`src/rtl/vend_pkg.sv`:
```
// Shared types and constants for the vending machine keypad/display path.
// Holds key codes, entry FSM states, redlight codes and the keypad map.
package vend_pkg;

  localparam logic [3:0] KEY_A   = 4'hA;
  localparam logic [3:0] KEY_B   = 4'hB;
  localparam logic [3:0] KEY_C   = 4'hC;
  localparam logic [3:0] KEY_D   = 4'hD;
  localparam logic [3:0] KEY_CLR = 4'hE;
  localparam logic [3:0] KEY_ENT = 4'hF;

  localparam logic [1:0] RL_OK    = 2'b00;
  localparam logic [1:0] RL_OVF   = 2'b01;
  localparam logic [1:0] RL_EMPTY = 2'b10;

  typedef enum logic [1:0] {
    StIdle,
    StOne,
    StTwo
  } entry_state_e;

  // Snapshot bit index (row*4+col) to key code.
  function automatic logic [3:0] keymap(input logic [3:0] idx);
    logic [3:0] k;
    case (idx)
      4'd0:    k = 4'd1;
      4'd1:    k = 4'd2;
      4'd2:    k = 4'd3;
      4'd3:    k = KEY_A;
      4'd4:    k = 4'd4;
      4'd5:    k = 4'd5;
      4'd6:    k = 4'd6;
      4'd7:    k = KEY_B;
      4'd8:    k = 4'd7;
      4'd9:    k = 4'd8;
      4'd10:   k = 4'd9;
      4'd11:   k = KEY_C;
      4'd12:   k = KEY_CLR;
      4'd13:   k = 4'd0;
      4'd14:   k = KEY_ENT;
      default: k = KEY_D;
    endcase
    return k;
  endfunction

endpackage

```
`src/rtl/keypad_scanner.sv`:
```
// Scans a 4x4 active-low keypad matrix, debounces full-scan snapshots and
// emits a one-cycle key event when a single key is pressed from all-released.
module keypad_scanner
  import vend_pkg::*;
#(
  parameter int unsigned SCAN_DIV = 50,
  parameter int unsigned DEBOUNCE = 4
) (
  input  logic       clk,
  input  logic       rst_n,
  input  logic [3:0] row,
  output logic [3:0] col,
  output logic [3:0] key_code,
  output logic       key_event
);

  localparam int unsigned DivW = (SCAN_DIV > 2) ? $clog2(SCAN_DIV) : 1;
  localparam int unsigned CntW = $clog2(DEBOUNCE + 1);
  localparam logic [DivW-1:0] DivLast = DivW'(SCAN_DIV - 1);
  localparam logic [CntW-1:0] CntMax  = CntW'(DEBOUNCE);

  logic [3:0]      row_s1_q, row_s2_q;
  logic [DivW-1:0] div_q;
  logic [1:0]      col_idx_q;
  logic [15:0]     raw_q, raw_d;
  logic [15:0]     prev_q, stable_q;
  logic [CntW-1:0] cnt_q, cnt_d;
  logic [3:0]      key_code_q;
  logic            key_event_q;
  logic            slot_end, scan_end, accept, fire;
  logic [3:0]      hit_idx;

  assign slot_end  = (div_q == DivLast);
  assign scan_end  = slot_end && (col_idx_q == 2'd3);
  assign col       = ~(4'b0001 << col_idx_q);
  assign key_code  = key_code_q;
  assign key_event = key_event_q;

  // Merge the current column's pressed rows into the snapshot on the slot's last cycle.
  always_comb begin
    raw_d = raw_q;
    if (slot_end) begin
      raw_d[{2'd0, col_idx_q}] = ~row_s2_q[0];
      raw_d[{2'd1, col_idx_q}] = ~row_s2_q[1];
      raw_d[{2'd2, col_idx_q}] = ~row_s2_q[2];
      raw_d[{2'd3, col_idx_q}] = ~row_s2_q[3];
    end
  end

  always_comb begin
    if (raw_d == prev_q) begin
      cnt_d = (cnt_q == CntMax) ? cnt_q : cnt_q + 1'b1;
    end else begin
      cnt_d = CntW'(1);
    end
  end

  always_comb begin
    hit_idx = 4'd0;
    for (int i = 0; i < 16; i++) begin
      if (raw_d[i]) hit_idx = 4'(i);
    end
  end

  assign accept = scan_end && (cnt_d == CntMax);
  // Event only on all-released -> exactly one key, so a held key fires once.
  assign fire   = accept && (stable_q == 16'h0) && (raw_d != 16'h0) &&
                  ((raw_d & (raw_d - 16'h1)) == 16'h0);

  always_ff @(posedge clk or negedge rst_n) begin
    if (!rst_n) begin
      row_s1_q    <= 4'hF;
      row_s2_q    <= 4'hF;
      div_q       <= '0;
      col_idx_q   <= 2'd0;
      raw_q       <= 16'h0;
      prev_q      <= 16'h0;
      stable_q    <= 16'h0;
      cnt_q       <= '0;
      key_code_q  <= 4'h0;
      key_event_q <= 1'b0;
    end else begin
      row_s1_q    <= row;
      row_s2_q    <= row_s1_q;
      raw_q       <= raw_d;
      key_event_q <= fire;
      if (fire) key_code_q <= keymap(hit_idx);
      if (slot_end) begin
        div_q     <= '0;
        col_idx_q <= col_idx_q + 2'd1;
      end else begin
        div_q <= div_q + 1'b1;
      end
      if (scan_end) begin
        prev_q <= raw_d;
        cnt_q  <= cnt_d;
        if (accept) stable_q <= raw_d;
      end
    end
  end

endmodule

```
`src/rtl/keypad_entry.sv`:
```
// Keypad entry block: assembles up to two decimal digits into a product code
// and reports the in-progress entry and status for the seven-segment display.
module keypad_entry
  import vend_pkg::*;
#(
  parameter int unsigned SCAN_DIV = 50,
  parameter int unsigned DEBOUNCE = 4
) (
  input  logic        clk,
  input  logic        rst_n,
  input  logic [3:0]  row,
  output logic [3:0]  col,
  output logic [10:0] entry,
  output logic [1:0]  redlight,
  output logic [6:0]  code,
  output logic        code_valid
);

  entry_state_e state_q;
  logic [6:0]   entry_q;
  logic [6:0]   code_q;
  logic [1:0]   redlight_q;
  logic         code_valid_q;
  logic [3:0]   key_code;
  logic         key_event;
  logic [6:0]   acc;

  keypad_scanner #(
    .SCAN_DIV (SCAN_DIV),
    .DEBOUNCE (DEBOUNCE)
  ) u_scan (
    .clk       (clk),
    .rst_n     (rst_n),
    .row       (row),
    .col       (col),
    .key_code  (key_code),
    .key_event (key_event)
  );

  // Two digits never exceed 99, so 7 bits hold the result without overflow.
  assign acc = entry_q * 7'd10 + {3'b000, key_code};

  assign entry      = {4'b0000, entry_q};
  assign redlight   = redlight_q;
  assign code       = code_q;
  assign code_valid = code_valid_q;

  always_ff @(posedge clk or negedge rst_n) begin
    if (!rst_n) begin
      state_q      <= StIdle;
      entry_q      <= 7'd0;
      code_q       <= 7'd0;
      redlight_q   <= RL_OK;
      code_valid_q <= 1'b0;
    end else begin
      code_valid_q <= 1'b0;
      if (code_valid_q) begin
        // Entry stays visible during the strobe cycle, then clears.
        entry_q <= 7'd0;
        state_q <= StIdle;
      end else if (key_event) begin
        if (key_code <= 4'd9) begin
          redlight_q <= RL_OK;
          unique case (state_q)
            StIdle: begin
              entry_q <= {3'b000, key_code};
              state_q <= StOne;
            end
            StOne: begin
              entry_q <= acc;
              state_q <= StTwo;
            end
            StTwo:   redlight_q <= RL_OVF;
            default: state_q <= StIdle;
          endcase
        end else if (key_code == KEY_ENT) begin
          if (state_q == StIdle) begin
            redlight_q <= RL_EMPTY;
          end else begin
            redlight_q   <= RL_OK;
            code_q       <= entry_q;
            code_valid_q <= 1'b1;
          end
        end else if (key_code == KEY_CLR) begin
          state_q    <= StIdle;
          entry_q    <= 7'd0;
          redlight_q <= RL_OK;
        end
      end
    end
  end

endmodule

```
`config.mk`:
```
export PLATFORM = sky130hd
export DESIGN_NAME = keypad_entry
export DESIGN_NICKNAME = d
export VERILOG_FILES = /design/src/rtl/vend_pkg.sv /design/src/rtl/keypad_scanner.sv /design/src/rtl/keypad_entry.sv
export SDC_FILE = /design/constraint.sdc
export NUM_CORES = 1
export LEC_CHECK = 0
export CELL_PAD_IN_SITES_DETAIL_PLACEMENT = 1
export CELL_PAD_IN_SITES_GLOBAL_PLACEMENT = 1
export CORE_MARGIN = 1
export CORE_UTILIZATION = 43
export CTS_CLUSTER_DIAMETER = 150
export DETAILED_ROUTE_END_ITERATION = 8
export PLACE_DENSITY_LB_ADDON = 0.1
export SLEW_MARGIN = 20
export SYNTH_ARGS = -nofsm -noshare
export SYNTH_HDL_FRONTEND = slang
export SYNTH_HIERARCHICAL = 1
export SYNTH_SLANG_ARGS = --single-unit
```
`constraint.sdc`:
```
create_clock -name clk -period 3.4 [get_ports clk]
set_clock_uncertainty 0.1 [all_clocks]
set_input_delay 0.85 -clock clk [delete_from_list [all_inputs] [get_ports clk]]
set_output_delay 0.85 -clock clk [all_outputs]
set_load 0.05 [all_outputs]
```
== Word level (Yosys, flattened, before mapping) ==
Memories as Yosys holds them, arrays and structs flattened. A register that Yosys moved wholly into a read port is not among the register bits.
Cells that the tools add are included.

* Flip-flop bits (word level): 87
* ROM bits: 64
* Bits of input ports: 6
* Memories kept: 1

{| class="wikitable"
|+ Memory list
! name !! depth !! width !! read ports !! clocked after memory_dff !! wr ports !! line !! RTL
|-
| (name not given) || 16 || 4 || 1 || 1 || 0 || vend_pkg.sv:25 || <nowiki>case (idx)</nowiki>
|}

* $add $sub $neg: 5
* Multiply operators: 1
* Magnitude comparators: 9
* Equality and inequality tests: 12
* Shift-type cells: 1
* Multiplexer cells: 52
* Bitwise logic cells: 9
* Reductions and logical operators: 22

{| class="wikitable"
|+ Operators with widths
! cell !! number
|-
| bitwise mux 16 bit || 4
|-
| two-way mux 7 bit || 5
|-
| zero test 16 bit || 2
|-
| two-way mux 4 bit || 8
|-
| two-way mux 2 bit || 10
|-
| two-way mux 3 bit || 6
|-
| AND 16 bit || 1
|-
| equality test 16 bit || 1
|-
| two-way mux 16 bit || 1
|-
| nonzero test 16 bit || 1
|-
| subtractor 16 x 1 -> 16 bit, second input constant || 1
|-
| one-hot mux 7 bit (2 select lines) || 1
|-
| two-way mux 1 bit || 11
|-
| less-than comparator 4 x 5 -> 1 bit, second input constant || 2
|-
| logical AND 1 bit || 9
|-
| demux 1 bit (select 2 bit) || 4
|-
| equality test 4 bit, second input constant || 2
|-
| greater-or-equal comparator 4 x 1 -> 1 bit, second input constant || 2
|-
| AND reduction 4 bit || 2
|-
| adder 7 x 4 -> 7 bit || 1
|-
| multiplier 7 x 3 -> 6 bit, second input constant || 1
|-
| NOT 1 bit || 7
|-
| adder 6 x 1 -> 6 bit, second input constant || 1
|-
| equality test 3 bit, second input constant || 2
|-
| other kinds (23) || 26
|}

== Longest topological paths before layout ==
Gate-level depths: netlist (run 1).

* Word-level depth: 24
* Depth in mapped cells: 18

== Cells and area by module ==
Netlist (run 1), hierarchy kept.

{| class="wikitable"
|+ By module, submodules not included
! module !! times used !! cells each !! area an instance (sq um) !! sequential area each (sq um)
|-
| keypad_scanner || 1 || 431 || 4,274.1 || 1,811.7
|-
| keypad_entry || 1 || 101 || 1,164.9 || 475.5
|}

== Least setup slack after synthesis (run 1) ==
No wires, ideal clock.

* Kind: reg-to-reg
* Start: register u_scan.col_idx_q[1]
* End: register u_scan.key_code_q[2] (netlist: u_scan/key_code[2])
* Setup time: 0.125 ns
* Arrival time: 3.276 ns
* Required time: 3.175 ns
* Slack: -0.101 ns
* Stages on the path, launching flop included: 18
* Buffers on the path: 2
* Cell sequence: dfrtp_1 > inv_1 > ha_1 > buf_4 > inv_1 > nor4_1 > or2_1 > buf_4 > inv_1 > o221ai_1 > a21oi_1 > and2_1 > o21a_1 > or2_2 > ha_1 > a21oi_1 > mux2i_1 > mux2_4

{| class="wikitable"
|+ RTL lines
! what !! line !! RTL
|-
| start, declared || keypad_scanner.sv:24 || <nowiki>logic [1:0] col_idx_q;</nowiki>
|-
| start signal, assigned || keypad_scanner.sv:90 || <nowiki>col_idx_q <= col_idx_q + 2'd1;</nowiki>
|-
| less-than comparator 3 x 5 -> 1 bit (not written as such) / greater-or-equal comparator 3 x 1 -> 1 bit (equally long branches) || keypad_scanner.sv:44 || <nowiki>raw_d[{2'd1, col_idx_q}] = ~row_s2_q[1];</nowiki>
|-
| logical AND 1 bit (not written as such) || keypad_scanner.sv:44 ||
|-
| two-way mux 1 bit (not written as such) || keypad_scanner.sv:44 ||
|-
| demux 1 bit (select 2 bit) (*) || n/a ||
|-
| bitwise mux 16 bit (*) || keypad_scanner.sv:44 ||
|-
| bitwise mux 16 bit (*) || keypad_scanner.sv:45 || <nowiki>raw_d[{2'd2, col_idx_q}] = ~row_s2_q[2];</nowiki>
|-
| bitwise mux 16 bit (*) || keypad_scanner.sv:46 || <nowiki>raw_d[{2'd3, col_idx_q}] = ~row_s2_q[3];</nowiki>
|-
| two-way mux 16 bit (*) || keypad_scanner.sv:42 || <nowiki>if (slot_end) begin</nowiki>
|-
| net u_scan.raw_d[5] || keypad_scanner.sv:25 || <nowiki>logic [15:0] raw_q, raw_d;</nowiki>
|-
| two-way mux 3 bit (3 in series) || keypad_scanner.sv:61 || <nowiki>if (raw_d[i]) hit_idx = 4'(i);</nowiki>
|-
| two-way mux 4 bit (8 in series) || keypad_scanner.sv:61 ||
|-
| end, declared || keypad_scanner.sv:28 || <nowiki>logic [3:0] key_code_q;</nowiki>
|}

Mark *: on every way through the listed nets, which the timed path passes. The rest lies on a longest branch.
A chain may end at the register's enable or synchronous reset.

== Worst setup path in the final report (run 1) ==
* Start: register u_scan.div_q[3]
* End: register u_scan.key_code_q[3] (netlist: u_scan/key_code[3])

* Longest elaborated chain between the ends: 17

{| class="wikitable"
|+ Ends and longest elaborated chain
! what !! line !! RTL
|-
| start, declared || keypad_scanner.sv:23 || <nowiki>logic [DivW-1:0] div_q;</nowiki>
|-
| start signal, assigned || keypad_scanner.sv:92 || <nowiki>div_q <= div_q + 1'b1;</nowiki>
|-
| equality test 6 bit (*) || keypad_scanner.sv:33 || <nowiki>assign slot_end = (div_q == DivLast);</nowiki>
|-
| two-way mux 16 bit || keypad_scanner.sv:42 ||
|-
| two-way mux 1 bit || keypad_scanner.sv:61 ||
|-
| two-way mux 2 bit (2 in series) || keypad_scanner.sv:61 ||
|-
| two-way mux 3 bit (4 in series) || keypad_scanner.sv:61 ||
|-
| two-way mux 4 bit (8 in series) || keypad_scanner.sv:61 ||
|}

Mark *: on every way between the ends. The rest lies on a longest branch, timed or not.

==> results of run 1 <==
-- timing repair --
item                                    CTS  global route
endpoints found under the setup margin    1             4
cloned                                    0             1
pin swaps                                 0             9
buffers inserted                          1             3
gates resized for setup                   2            49
hold endpoints to repair                  0             0
-- registers in the layout, indices dropped and copies added, names as in the netlist --
signal,cells
u_scan/prev_q,16
u_scan/raw_q,16
u_scan/stable_q,16
code,7
entry_q,7
u_scan/div_q,6
u_scan/key_code,4
u_scan/row_s1_q,4
u_scan/row_s2_q,4
u_scan/cnt_q,3
redlight,2
state_q,2
u_scan/col_idx_q,2
code_valid,1
u_scan/key_event,1
-- cells in the mapped netlist (6+ instances only) --
master	number
a21o_1	8
a21oi_1	14
buf_2	8
buf_4	7
clkbuf_1	9
dfrtp_1	83
dfstp_2	8
ha_1	20
inv_1	37
mux2_2	14
mux2i_1	14
nand2_1	45
nand2b_1	11
nand3_1	9
nand4_1	7
nor2_1	28
nor2b_1	8
nor3_1	6
nor4_1	16
o21ai_0	39
xnor2_1	15
xor2_1	9
-- logic make-up (layout without fill, tap and decap cells) --
group	after synthesis	count (layout)	share of synthesized area
buffers and inverters	66	138	0.05498
other	1	4	0.0006895
AO/OA/AOI/OAI	130	130	0.1794
adder cells (fa/ha/maj)	22	22	0.05337
multiplexers	35	35	0.07614
AND/OR/NAND/NOR	162	162	0.1732
XOR/XNOR	25	25	0.04164
flip-flops	91	91	0.4205
-- metrics by stage --
step | hold WS [ns] | cell area, µm² | power, µW | setup slack (ns)
global placement | 0.2461 | 6203 | 1217 | 0.04171
floorplan | 0.2452 | 5464 | 1166 | 0.001452
CTS | 0.2569 | 6489 | 2155 | 0.01252
global route | 0.2631 | 6799 | 2217 | -0.01396
detailed placement | 0.2473 | 6203 | 1219 | 0.007438
finish | 0.2548 | 6799 | 2129 | 0.1141
-- area by class of cell --
cell class	instances	area, µm²
Fill cell	1351	5363
Tap cell	168	210.2
Multi-Input combinational cell	378	3132
Timing Repair Buffer	83	757.0
Inverter	39	150.1
Clock inverter	4	26.28
Clock buffer	12	236.5
Sequential cell	91	2287
-- routing by layer --
layer,routed length (µm),vias to the layer above,share of wire
met3,571,20,0.037
met4,270,0,0.017
met5,0,-,0
met2,7466,89,0.48
li1,-,2056,-
met1,7299,2264,0.47
-- power breakdown --
group	leakage, µW	total, µW	internal, µW	switching [µW]
sequential	0.00123	1100	1090	10.2
clock	0.000127	922	497	426
combinational	0.00176	105	35.1	69.9
-- critical path, cell delays in order, from the launching register on --
cell and delay (ns):
dfrtp_1 0.41, nand3b_1 0.26, buf_4 0.23, nor4_1 0.25
buf_4 0.20, a21oi_4 0.04, buf_4 0.16, xnor2_1 0.25
nor4b_4 0.39, nand4_4 0.18, nor4_4 0.22, buf_4 0.19
mux2_4 0.30
-- cell usage in the layout (no fill, tap or decap), drive strengths merged, types with 7 or more instances in the layout --
cell type      instances
ha                    20
nand3                 13
nor4                  17
nand2                 45
nor3                   7
a21o                   9
nand2b                11
mux2i                 16
buf                   57
nand4                  9
xnor2                 16
xor2                   9
mux2                  19
inv                   39
clkbuf                13
dfstp                  8
nor2                  28
a21oi                 16
nor2b                  8
clkdlybuf4s50         25
o31ai                  8
o21ai                 41
dfrtp                 83
-- final timing paths --
kind | startpoint | endpoint | depth (start not counted)
max in group asynchronous | rst_n | u_scan/stable_q[8]$_DFFE_PN0P_ | 2
min in group asynchronous | rst_n | u_scan/prev_q[2]$_DFFE_PN0P_ | 1
max reg2reg | u_scan/div_q[3]$_DFF_PN0_ | u_scan/key_code[3]$_DFFE_PN0P_ | 12
min reg2reg | u_scan/row_s1_q[2]$_DFF_PN1_ | u_scan/row_s2_q[2]$_DFF_PN1_ | 0
max | u_scan/div_q[3]$_DFF_PN0_ | u_scan/key_code[3]$_DFFE_PN0P_ | 12
min | u_scan/row_s1_q[2]$_DFF_PN1_ | u_scan/row_s2_q[2]$_DFF_PN1_ | 0
==> flow_summary.toml, run 1 <==
[outcome]
status = "finished, final reports clean"

[die]
initial_core_util = 0.4472
die_y_um = 114.5
fp-row-count = 40
fp.dieArea_um2 = 13100
die_x_um = 114.5
core_um2 = 12160
ios = 31

[worst_setup_path]
endpoint_kind = "flop"
startpoint_type = "flop"
path_class = "reg2reg"
rrSetupSlack_ns = 0.11
crit_fanout = 7
arrival_ns = 3.42
cp.required_ns = 3.54

[pwr]
p_leak_uw = 0.003119
powerDensity_nw_per_um2 = 313.2
ir_drop_mv = 0.2518

[logic_synthesis]
ys_seq_elements = 91
netlist.area_leader.share = 0.3819
yosys_warnings = 6
synth_edf_count = 0
synthArstFlopShare = 1.000
yosysSeqAreaShare = 0.4205
ys_types = 85
synth.avg_cell_area_um2 = 10.22
synth_area_leader_cell = "dfrtp_1"
netlist_instances = 532
synth_area_leaders = "dfrtp_1, ha_1, dfstp_2"
syn_area_um2 = 5439
synth_ff_type = "dfrtp_1"

[detailed_routing]
vias_per_cell = 5.715
ant_nets = 0
num_vias = 4429
post-route-drc-count = 0
routed_wl_mm = 15.61
routedWlPerCell_um = 20.14
drt_pre_antenna_iters = 4
drtIter0Drc = 253

[sta]
setup_tns_ns = 0
finalCriticalPeriod_ns = 3.286
slew_headroom = 0.5817
max_slew.worst_pin.slew_ns = 0.6230
timing.fmax_mhz = 304.3
finalSetupViolCount = 0
hold_viol = 0
finalCritPeriodShare = 0.9664
drv_slew = 0

[place]
port_buffers = 26
dp_hpwl_mm = 11.34
numPlacedInstances = 754
gp_congestion = 0.9211

[cells_and_area]
final_layout_size_suffix_gt1_frac = 0.2751
layoutNonFillerInstCount = 775
area_growth_pct = 25.01
fin_nets = 630
fin_util = 0.5591
antenna_cells = 0

[global_route]
antenna_found_initial = 0
grt.total_usage = 0.2501
grt_use_met1 = 0.3475
grt_pass1_vias = 4559
grtUsageMet3 = 0.04394
grt_pass1_wl_mm = 24.45
overflow = 0
grt_busiest_layer = "met2"
grt_use_met2 = 0.3976
grt_start_max_net_pins = 62

[clock_tree]
hold_buffers = 0
cts_tree = "yes"
cts-root-buf = "clkbuf_16"
clock_sinks = 91
htreeDepth = 3
worstSkewPairLatency_ns = 0.35
clk_path_buf_depth = 2
cts_buffers = 9
cts.reportedPaths.clkPinSlew_ns = 0.07

[hold_path]
hold_class = "reg2reg"

[job]
maxCapViolations = 0
Power figures use the tool's default switching activity.
==> inputs of run 2 (changes only) <==
Settings changed: ABC_AREA set to 1, CORE_UTILIZATION 43 to 41, SLEW_MARGIN 20 to 30.
==> run 2 against run 1 <==
Final cell count increased by 6.3%. Worst setup slack improved by 0.14 ns. Clock-buffer cell count fell by 1. Routed wire length decreased by 20%. Flip-flop and latch count unchanged. Sequential share of layout area increased by 4.1 points. Non-clock buffer count fell by 30. Highest routed layer unchanged. Register-to-register slack improved by 0.14 ns. Maximum frequency is 4.4% higher. Synthesized area down 6.9%. Synthesized cell count up 16%. Core utilization shrank 5.5 points.
==> flow_summary.toml, run 2 <==
[logic_synthesis]
synth.avg_cell_area_um2 = 8.209
synth_edf_count = 0
netlist.area_leader.share = 0.4101
yosysSeqAreaShare = 0.4516
ys_top_cells_by_count = "nand2_1, dfrtp_1, inv_1"
synth_ff_type = "dfrtp_1"
synth.most_common_cell = "nand2_1"
ys_types = 41
ys_seq_elements = 91
synth_area_leaders = "dfrtp_1, nand2_1, inv_1"
synth_area_leader_cell = "dfrtp_1"
syn_area_um2 = 5065
netlist_instances = 617
synthArstFlopShare = 1.000
yosys_warnings = 6

[cells_and_area]
fin_util = 0.5042
area.sequential_um2 = 2287
reg.largest.list = "u_scan/prev_q x16, u_scan/raw_q x16, u_scan/stable_q x16"
nFillCells = 1455
area_growth_pct = 19.57
fin_nets = 700
antenna_cells = 0
finalInstanceArea_um2 = 6056
final_cell_mix = "nand2_1, dfrtp_1, inv_1"
final_layout_size_suffix_gt1_frac = 0.2127
layout_commonest_cell = "nand2_1"
multi_input_area_um2 = 2450

[detailed_routing]
routed_wl_mm = 12.43
routedWlPerCell_um = 15.08
ant_nets = 0
drtIter0Drc = 152
drt_pre_antenna_iters = 4
num_vias = 4029
vias_per_cell = 4.890
post-route-drc-count = 0

[worst_setup_path]
ff2ff_path_depth = 15
startpoint_type = "flop"
rrSetupSlack_ns = 0.25
worstReg2RegStart = "u_scan/div_q[4]$_DFF_PN0_"
path_class = "reg2reg"
cp.required_ns = 3.51
crit_fanout = 32
endpoint_kind = "flop"
arrival_ns = 3.26
r2r_end = "u_scan/stable_q[11]$_DFFE_PN0P_"

[global_route]
grt_pass1_vias = 4139
grt_start_max_net_pins = 39
grt_pass1_wl_mm = 20.64
antenna_found_initial = 0
overflow = 0
grt.total_usage = 0.2077

[clock_tree]
clock_sinks = 91
cts-root-buf = "clkbuf_16"
htreeDepth = 3
worstSkewPairLatency_ns = 0.34
cts.reportedPaths.clkPinSlew_ns = 0.07
cts_tree = "yes"
hold_buffers = 0
clk_path_buf_depth = 2
cts_buffers = 9

[pwr]
power_frac_comb = 0.036
p_sw_frac = 0.2102
p_clk_frac = 0.480
ir_drop_mv = 0.2448
p_switching_uw = 477.2
p_int_uw = 1793
p_leak_uw = 0.003108
power_frac_seq = 0.483
powerDensity_nw_per_um2 = 374.8

[sta]
max_slew.worst_pin.slew_ns = 0.5492
drv_slew = 0
finalCritPeriodShare = 0.9259
hold_viol = 0
slew_headroom = 0.6338
finalCriticalPeriod_ns = 3.148
finalSetupViolCount = 0
timing.fmax_mhz = 317.7

[place]
dpl-instance-area_um2 = 5505
dp_hpwl_mm = 9.161
port_buffers = 26
gp_congestion = 0.8075

[die]
fp-row-count = 40
core_um2 = 12010
ios = 31
die_y_um = 113.1
initial_core_util = 0.4217
fp.dieArea_um2 = 12800
die_x_um = 113.1

[outcome]
status = "finished, final reports clean"

[hold_path]
hold_class = "reg2reg"
whs_path_depth = 0
hold_end = "u_scan/row_s2_q[2]$_DFF_PN1_"
hp-start = "u_scan/row_s1_q[2]$_DFF_PN1_"

[job]
maxCapViolations = 0
[run 2: cell count changes after synthesis, sizes merged, moves of 8 or more]
cell and delta:
nand3 +12, nor2 +32, nor2b -8, o21ai +23
nand2 +155, buf -8, nand2b -11, mux2 -19
mux2i -16, xnor2 -13, nor4 -15, a21o -9
inv +48
[run 2: worst max-delay path by stage]
stage / from / to / slack (ns) / cells past startpoint
after CTS: u_scan/div_q[1]$_DFF_PN0_ / u_scan/key_code[1]$_DFFE_PN0P_ / 0.05 / 22
final: u_scan/div_q[4]$_DFF_PN0_ / u_scan/stable_q[11]$_DFFE_PN0P_ / 0.25 / 15
after detailed placement: u_scan/col_idx_q[0]$_DFFE_PN0N_ / u_scan/key_code[1]$_DFFE_PN0P_ / 0.02 / 25
after global routing: u_scan/div_q[1]$_DFF_PN0_ / u_scan/key_code[2]$_DFFE_PN0P_ / -0.03 / 28
after floorplan: u_scan/col_idx_q[0]$_DFFE_PN0N_ / u_scan/key_code[1]$_DFFE_PN0P_ / 0.39 / 25
after global placement: u_scan/col_idx_q[0]$_DFFE_PN0N_ / u_scan/key_code[1]$_DFFE_PN0P_ / 0.16 / 25
[run 2: power groups by stage]
stage	Combinational (µW)	Sequential (µW)	Clock [µW]
final	82.6	1100	1090
after global routing	93.5	1100	1160
after CTS	81.9	1100	1120
after detailed placement	81.7	1120	0
after global placement	79.9	1120	0
after floorplan	45.8	1110	0
[run 2: kinds of logic after synthesis]
family | share of synthesized area
flip-flops | 0.4516
AND/OR/NAND/NOR | 0.2873
buffers and inverters | 0.07954
adder cells (fa/ha/maj) | 0.05731
AO/OA/AOI/OAI | 0.09758
XOR/XNOR | 0.02594
other | 0.0007404
[run 2: what timing repair did]
| item | in CTS | in global routing |
|---|---|---|
| pin swaps | 0 | 5 |
| gates resized for setup | 1 | 21 |
| setup endpoints to repair | 1 | 6 |
| buffers inserted | 0 | 19 |
[run 2: worst max-delay path: stages (launching register included)]
cell and delay, ns:
dfrtp_1 0.40, nand2_1 0.16, inv_2 0.09, nand3_4 0.19
nor2_4 0.11, buf_4 0.14, o21ai_2 0.44, xor2_1 0.14
nor2_1 0.12, nand2_1 0.07, nor2_2 0.27, nand3_2 0.16
nor2_4 0.19, inv_2 0.23, nand2_1 0.13, o21ai_1 0.08
[run 2: metrics by stage]
step | hold slack [ns] | setup TNS [ns] | total power (µW) | setup slack, ns | instances
after CTS | 0.2549 | 0 | 2299 | 0.05045 | 805
after global placement | 0.2457 | 0 | 1196 | 0.1589 | 789
after detailed placement | 0.2475 | 0 | 1198 | 0.01510 | 789
final | 0.2522 | 0 | 2270 | 0.2519 | 824
after global routing | 0.2611 | -0.03856 | 2353 | -0.03078 | 824
after floorplan | 0.2452 | 0 | 1160 | 0.3851 | 620
[run 2: area by class of cell]
type,instances,share of cell area
clock buffer,11,0.04174
timing repair buffer,53,0.07872
sequential,91,0.3777
inverter,88,0.05455
tap,147,0.03037
clock inverter,5,0.01240
multi-input combinational,429,0.4045
[run 2: layer usage]
layer,GRT usage,up-vias,part of all wire
li1,-,2011,-
met1,0.2768,1984,0.49
met2,0.3431,25,0.48
met3,0.04713,9,0.019
met4,0.05000,0,0.0095
met5,0,-,0
==> inputs of run 3 (changes only) <==
Settings changed: CAP_MARGIN set to 5, RECOVER_POWER set to 100.
==> run 3 against run 2 <==
Design area about the same. Die area stayed put. Largest cell class unchanged. Sequential power hardly changed. Worst setup slack got worse by 0.0023 ns. Largest power group unchanged. Final cell count did not move. Maximum frequency about the same. Non-clock buffer count stayed put. Clock power about the same. The run now ends with max-capacitance violations, max-slew violations left. Core utilization is essentially flat. Via count increased by 0.25%. Combinational power shrank 2%.
==> flow_summary.toml, run 3 (synthesis gave the netlist of run 2 again) <==
[outcome]
status = "finished, violations left"
failed_checks = "max-capacitance violations, max-slew violations"

[detailed_routing]
routedWlPerCell_um = 15.08
wl_met1_mm = 6.066
vias_per_cell = 4.902
top_layer_used = "met4"
wl_met3_um = 247
num_vias = 4039
dr_wl_met2_mm = 5.992
post-route-drc-count = 0
routed_wl_mm = 12.43
drt_pre_antenna_iters = 4
ant_nets = 0
drtIter0Drc = 150

[job]
maxCapViolations = 1

[global_route]
grt_start_max_net_pins = 39
grt_pass1_vias = 4139
antenna_found_initial = 0
grt_pass1_wl_mm = 20.64
grt.total_usage = 0.2077
overflow = 0

[cells_and_area]
area_growth_pct = 19.49
final_layout_size_suffix_gt1_frac = 0.2112
reg.largest.list = "u_scan/prev_q x16, u_scan/raw_q x16, u_scan/stable_q x16"
final_cell_mix = "nand2_1, dfrtp_1, inv_1"
fin_nets = 700
antenna_cells = 0
nFillCells = 1457
layout_commonest_cell = "nand2_1"

[place]
gp_congestion = 0.8075
dp_hpwl_mm = 9.161
place_ws_ns = 0.01510
port_buffers = 26

[hold_path]
hp-start = "u_scan/row_s1_q[2]$_DFF_PN1_"
hold_end = "u_scan/row_s2_q[2]$_DFF_PN1_"
hold_class = "reg2reg"
whs_path_depth = 0

[pwr]
ir_drop_mv = 0.2448
power_frac_seq = 0.483
p_int_uw = 1791
p_leak_uw = 0.003105
p_clk_frac = 0.481
powerDensity_nw_per_um2 = 374.9
power_frac_comb = 0.036
p_sw_frac = 0.2106
p_switching_uw = 477.8

[worst_setup_path]
crit_fanout = 32
ff2ff_path_depth = 15
r2r_end = "u_scan/stable_q[11]$_DFFE_PN0P_"
endpoint_kind = "flop"
startpoint_type = "flop"
rrSetupSlack_ns = 0.25
arrival_ns = 3.26
path_class = "reg2reg"
worstReg2RegStart = "u_scan/div_q[4]$_DFF_PN0_"
cp.required_ns = 3.51

[clock_tree]
htreeDepth = 3
clk_path_buf_depth = 2
cts-root-buf = "clkbuf_16"
cts_buffers = 9
cts_tree = "yes"
hold_buffers = 0
clock_sinks = 91
cts.reportedPaths.clkPinSlew_ns = 0.07
worstSkewPairLatency_ns = 0.35

[die]
core_um2 = 12010
fp.dieArea_um2 = 12800
fp-row-count = 40
ios = 31
die_x_um = 113.1
initial_core_util = 0.4217
die_y_um = 113.1

[sta]
slew_headroom = -0.3882
timing.fmax_mhz = 317.4
finalSetupViolCount = 0
hold_viol = 0
drv_slew = 39
finalCritPeriodShare = 0.9266
max_slew.worst_pin.slew_ns = 2.082
fin_ws_ns = 0.2496
setup_tns_ns = 0
finalCriticalPeriod_ns = 3.150
-- run 3: worst max-delay path by stage --
stage                                          from  depth (start not counted)  slack [ns]                               to
floorplan           u_scan/col_idx_q[0]$_DFFE_PN0N_                         25        0.39   u_scan/key_code[1]$_DFFE_PN0P_
global placement    u_scan/col_idx_q[0]$_DFFE_PN0N_                         25        0.16   u_scan/key_code[1]$_DFFE_PN0P_
detailed placement  u_scan/col_idx_q[0]$_DFFE_PN0N_                         25        0.02   u_scan/key_code[1]$_DFFE_PN0P_
CTS                       u_scan/div_q[1]$_DFF_PN0_                         22        0.05   u_scan/key_code[1]$_DFFE_PN0P_
global route              u_scan/div_q[1]$_DFF_PN0_                         28       -0.03   u_scan/key_code[2]$_DFFE_PN0P_
finish                    u_scan/div_q[4]$_DFF_PN0_                         15        0.25  u_scan/stable_q[11]$_DFFE_PN0P_
-- run 3: power by group through the flow --
stage | sequential [µW] | combinational (µW) | clock (µW)
global placement | 1120 | 79.9 | 0
global route | 1100 | 92.1 | 1160
floorplan | 1110 | 45.8 | 0
finish | 1100 | 81.2 | 1090
detailed placement | 1120 | 81.7 | 0
CTS | 1100 | 81.9 | 1120
-- run 3: metal layers --
layer  track usage  up-vias
met4       0.05000        0
li1              -     2011
met3       0.04713       10
met5             0        -
met1        0.2768     1994
met2        0.3431       24
-- run 3: per-stage QoR --
step | total power (µW) | hold slack [ns] | std cells | cell area (µm²) | utilization
6_report | 2269 | 0.2521 | 824 | 6052 | 0.5039
5_1_grt | 2352 | 0.2611 | 824 | 6052 | 0.5039
4_1_cts | 2299 | 0.2549 | 805 | 5833 | 0.4856
3_5_place_dp | 1198 | 0.2475 | 789 | 5505 | 0.4583
3_3_place_gp | 1196 | 0.2457 | 789 | 5505 | 0.4583
2_1_floorplan | 1160 | 0.2452 | 620 | 5076 | -
-- run 3: worst max-delay path, cell delays in order (launching register included) --
cell     delay [ns]
dfrtp_1        0.40
nand2_1        0.16
inv_2          0.09
nand3_4        0.19
nor2_4         0.11
buf_4          0.14
o21ai_2        0.43
xor2_1         0.14
nor2_1         0.12
nand2_1        0.07
nor2_2         0.27
nand3_2        0.16
nor2_4         0.19
inv_2          0.23
nand2_1        0.13
o21ai_1        0.07
-- run 3: repair_timing --
action | CTS | global route
pin swaps | 0 | 5
gates cloned | 0 | 0
setup endpoints to repair | 1 | 6
setup buffers | 0 | 19
gates resized for setup | 1 | 21
-- run 3: area by class of cell --
type                       instances  area (µm²)  area share
tap                              147       183.9     0.03039
clock buffer                      11       252.7     0.04176
inverter                          88       330.3     0.05458
timing repair buffer              53       473.0     0.07815
clock inverter                     5       75.07     0.01240
sequential                        91        2287      0.3779
multi-input combinational        429        2450      0.4048
